--- src/rtl/alu_xbar_tile.sv ---
// CGRA compute tile: 4x4 input crossbar into a registered 16-op ALU with
// accumulator feedback, 2:1 output mux and a 13-bit serial configuration chain.
module alu_xbar_tile #(
    parameter int unsigned WIDTH = 32
) (
    input  logic             clk,
    input  logic             reset,
    input  logic             config_en,
    input  logic             config_in,
    output logic             config_out,
    input  logic [WIDTH-1:0] in0,
    input  logic [WIDTH-1:0] in1,
    output logic [WIDTH-1:0] out0,
    output logic [WIDTH-1:0] out1
);

    localparam int unsigned CFG_W = 13;
    localparam int unsigned SH_W  = $clog2(WIDTH);

    typedef enum logic [3:0] {
        OP_ADD  = 4'd0,  OP_SUB  = 4'd1,  OP_MUL  = 4'd2,  OP_AND  = 4'd3,
        OP_OR   = 4'd4,  OP_XOR  = 4'd5,  OP_SHL  = 4'd6,  OP_LSHR = 4'd7,
        OP_ASHR = 4'd8,  OP_EQ   = 4'd9,  OP_LTS  = 4'd10, OP_LTU  = 4'd11,
        OP_PA   = 4'd12, OP_PB   = 4'd13, OP_MINS = 4'd14, OP_NOTA = 4'd15
    } op_e;

    logic [CFG_W-1:0] r_cfg;
    logic [WIDTH-1:0] r_alu_q;

    op_e              w_opcode;
    logic             w_omux;
    logic [1:0]       w_s0, w_s1, w_s2, w_s3;
    logic [WIDTH-1:0] w_src [4];
    logic [WIDTH-1:0] w_a, w_b, w_xo2, w_xo3;
    logic [SH_W-1:0]  w_shamt;
    logic [WIDTH-1:0] w_alu_d;

    // Configuration fields are live straight off the chain; no shadow copy
    assign w_opcode = op_e'(r_cfg[12:9]);
    assign w_omux   = r_cfg[8];
    assign w_s0     = r_cfg[7:6];
    assign w_s1     = r_cfg[5:4];
    assign w_s2     = r_cfg[3:2];
    assign w_s3     = r_cfg[1:0];

    assign w_src[0] = in0;
    assign w_src[1] = in1;
    assign w_src[2] = r_alu_q;
    assign w_src[3] = '0;

    assign w_a     = w_src[w_s0];
    assign w_b     = w_src[w_s1];
    assign w_xo2   = w_src[w_s2];
    assign w_xo3   = w_src[w_s3];
    assign w_shamt = w_b[SH_W-1:0];

    always_comb begin
        w_alu_d = '0;
        case (w_opcode)
            OP_ADD:  w_alu_d = w_a + w_b;
            OP_SUB:  w_alu_d = w_a - w_b;
            OP_MUL:  w_alu_d = WIDTH'(w_a * w_b);
            OP_AND:  w_alu_d = w_a & w_b;
            OP_OR:   w_alu_d = w_a | w_b;
            OP_XOR:  w_alu_d = w_a ^ w_b;
            OP_SHL:  w_alu_d = w_a << w_shamt;
            OP_LSHR: w_alu_d = w_a >> w_shamt;
            OP_ASHR: w_alu_d = WIDTH'($signed(w_a) >>> w_shamt);
            OP_EQ:   w_alu_d = WIDTH'(w_a == w_b);
            OP_LTS:  w_alu_d = WIDTH'($signed(w_a) < $signed(w_b));
            OP_LTU:  w_alu_d = WIDTH'(w_a < w_b);
            OP_PA:   w_alu_d = w_a;
            OP_PB:   w_alu_d = w_b;
            OP_MINS: w_alu_d = ($signed(w_a) < $signed(w_b)) ? w_a : w_b;
            OP_NOTA: w_alu_d = ~w_a;
            default: w_alu_d = '0;
        endcase
    end

    // Chain shift and ALU update share an edge; the ALU sees the pre-edge cfg
    always_ff @(posedge clk) begin
        if (!reset) begin
            r_cfg   <= '0;
            r_alu_q <= '0;
        end else begin
            if (config_en) begin
                r_cfg <= {config_in, r_cfg[CFG_W-1:1]};
            end
            r_alu_q <= w_alu_d;
        end
    end

    assign config_out = r_cfg[0];
    assign out0       = w_omux ? w_xo2 : r_alu_q;
    assign out1       = w_xo3;

endmodule

--- config.mk ---
export PLATFORM = sky130hd
export DESIGN_NAME = alu_xbar_tile
export DESIGN_NICKNAME = d
export VERILOG_FILES = /design/src/rtl/alu_xbar_tile.sv
export SDC_FILE = /design/constraint.sdc
export NUM_CORES = 2
export LEC_CHECK = 0
export CORE_UTILIZATION = 52
export CTS_BUF_LIST = sky130_fd_sc_hd__clkbuf_4
export DETAILED_ROUTE_END_ITERATION = 8
export HOLD_SLACK_MARGIN = 0.08
export PLACE_DENSITY_LB_ADDON = 0.1
export SYNTH_ARGS = -nofsm -noshare
export SYNTH_HDL_FRONTEND = slang
export SYNTH_SLANG_ARGS = --single-unit
--- constraint.sdc ---
create_clock -name clk -period 20.6 [get_ports clk]
set_clock_uncertainty 0.2 [all_clocks]
set_input_delay 5.15 -clock clk [delete_from_list [all_inputs] [get_ports clk]]
set_output_delay 5.15 -clock clk [all_outputs]
set_load 0.02 [all_outputs]
==> reports/qor.txt <==
nets: 4,405
Max Fanout on Critical Path: 20
Post-CTS Setup Bufs: 0
synthesized instance count: 3,719
I/O Buffers: 132
Async SR Flop Fraction: 0
CTS tree: built
layout cell share with drive strength beyond 1: 0.0682
vias in the first global route: 31.4k
Worst path slowest cell: o31ai_1
die width: 237 um
crit start category: input pin
register bit total from synthesis: 45
outcome: finished clean
Buf/Inv on CP: 5
Setup crit end kind: flip-flop
CORE AREA: 0.0542 mm2
Initial DRT Pass Iterations: 9
max incr delay on CP: 990 ps
pin count of the biggest net entering global routing: 61
Reg clk slew, reported paths: 210 ps
MaxCap Viol Count: 0
Multi-input gate area: 0.0251 mm2
Worst slew margin: 0.0275
Worst EP required: 20,800 ps
Slew Limit Fails: 0
Routed WL: 150 mm
post-synthesis cell type count: 89
antenna violations before repair: 12
CTS buffer count: 5
via count: 31.2k
drt wl/cell: 33.9 um
Arr. time, crit path: 14,890 ps
register area: 910 um2
Slew @ Worst Pin: 1460 ps
Routed Antenna Nets: 0
worst-case clock buffer depth: 2
most used cell, CP: fa_1
sequential share of the synthesized area: 0.0313
Setup-failing EPs final: 0
Clock Sinks: 45
H-tree level count: 2
RSZ-0062 raised after global routing: false
Worst Setup Path Type: in -> reg
setup_tns: 0 ps
syn_area_per_cell: 7.75 um2
Post-CTS Resized: 0
initial core utilization: 0.531
# hold bufs at CTS: 0
Root Driver: clkbuf_4
Rows: 85
Tcrit/Tclk final: 0.713
Post-synth EDFFs: 0
FMAX: 0.0681 GHz
synthesized net count: 4,417
initial DRC count: 5,024
Synth Cell Area: 0.0288 mm2
DP Wirelength: 113 mm
synthesis-to-finish area growth: 7.01%
die footprint: 0.0563 mm2
worst skew pair latency: 480 ps
Tmin final: 14,690 ps
GRT Total Usage: 0.527
gpl congestion: 1.10
fin util: 0.568
total gr overflow: 0
Ports: 133
Top delay family on crit path: adder cells
dominant synthesized flop cell: dfxtp_1
post-route DRC violation count: 0
Syn. warnings: 0
Hold Vio Cnt, Final: 0
Hold Path Class: reg -> reg
Fill cells: 4,804
Die H: 237 um
vias per inst: 7.07
first-pass GRT wire length: 215 mm
-- metrics by stage --
step | hold WS (ps) | setup slack (ps) | cells | cell area, um2
2_1_floorplan | 347 | 7460 | 3719 | 28800
3_3_place_gp | 543 | 5980 | 4396 | 30800
3_5_place_dp | 551 | 5840 | 4396 | 30800
4_1_cts | 569 | 6330 | 4404 | 30800
5_1_grt | 611 | 5650 | 4405 | 30800
6_report | 611 | 5910 | 4409 | 30800
-- routing by layer --
layer | vias up | track usage | part of all wire
met5 | - | 0 | 0.00070
li1 | 12374 | - | -
met4 | 12 | 0.413 | 0.099
met3 | 899 | 0.206 | 0.15
met2 | 2924 | 0.738 | 0.40
met1 | 14981 | 0.645 | 0.35
-- final timing paths --
check / from / to / slack [ps] / cells after the start
worst min-delay path: r_cfg[12] / r_alu_q[0] / 610 / 3
worst max-delay path: in0[10] / r_alu_q[28] / 5910 / 25
worst min register to register: r_cfg[12] / r_alu_q[0] / 610 / 3
worst max register to register: r_cfg[7] / r_alu_q[28] / 9760 / 26
-- placed cells by master, fill, tap and decap left out, drive strengths merged, types with 37 or more instances in the layout --
cell             n
a2bb2oi         37
nor2b           50
a21oi          204
ha             220
o21ai          192
inv            476
nand2          366
o211ai          56
fa             410
clkdlybuf4s50  131
nor2           558
buf            105
dfxtp           45
nor3            39
a211oi          55
a22oi           40
mux2i          198
xnor2          106
-- sequential cells by signal (all words and copies together), names as in the netlist --
name     flops
r_alu_q     32
r_cfg       13
-- cell families (layout without fill, tap and decap cells) --
| group | after synthesis | in the layout | synth area share |
|---|---|---|---|
| mux | 212 | 212 | 0.0744 |
| flops | 45 | 45 | 0.0313 |
| compound gates | 846 | 846 | 0.207 |
| xor+xnor | 135 | 135 | 0.0420 |
| buf+inv | 735 | 724 | 0.104 |
| fa+ha+maj | 630 | 630 | 0.381 |
| other cells | 0 | 5 | 0 |
| simple gates | 1116 | 1116 | 0.161 |
-- worst reg2reg max path, stage by stage, from the launching register on --
cell and delay (ps):
dfxtp_2 600, buf_4 470, nor2b_4 80, buf_4 320
a2bb2oi_2 230, buf_4 430, clkinv_1 730, ha_1 580
fa_1 440, fa_1 420, fa_1 560, inv_1 60
fa_1 490, inv_1 60, fa_1 500, fa_1 570
fa_1 430, fa_1 460, ha_1 450, nand2_1 100
nor2_1 340, nand3_1 170, o31ai_1 990, o221ai_1 300
xor2_1 440, o22ai_1 130, o31a_1 290
-- cell type report --
type,instances,share of cell area
clock buffer,5,0.00122
tap,696,0.0283
inverter,480,0.0585
antenna,5,0.000406
timing repair buffer,236,0.0680
clock inverter,3,0.000528
sequential,45,0.0295
multi-input combinational,2939,0.814
-- synthesized netlist by cell type, types with 14 or more instances --
cell type,n,area [um2]
o221ai_1,16,140
buf_1,42,158
a2111oi_0,16,140
buf_2,34,170
o211ai_1,56,420
inv_2,30,113
dfxtp_1,45,901
mux2_2,14,158
inv_1,444,1670
fa_1,410,8210
o22ai_1,34,213
mux2i_1,197,1970
nor2b_1,48,300
xor2_1,26,228
a31oi_1,24,150
nor3_1,39,195
o21ai_0,183,916
clkbuf_1,154,578
nand2_1,364,1370
xnor2_1,106,928
a22oi_1,40,300
nand3_1,31,155
a2bb2oi_2,20,300
a221oi_1,27,236
nor2_1,555,2080
o21bai_1,14,105
buf_6,16,180
a21oi_1,197,986
nand2b_1,16,100
ha_1,220,2750
a211oi_1,54,405
a21o_1,26,195
Power is not shown: default switching activity piles up to over one toggle a cycle in this logic, so the estimate is an artifact.
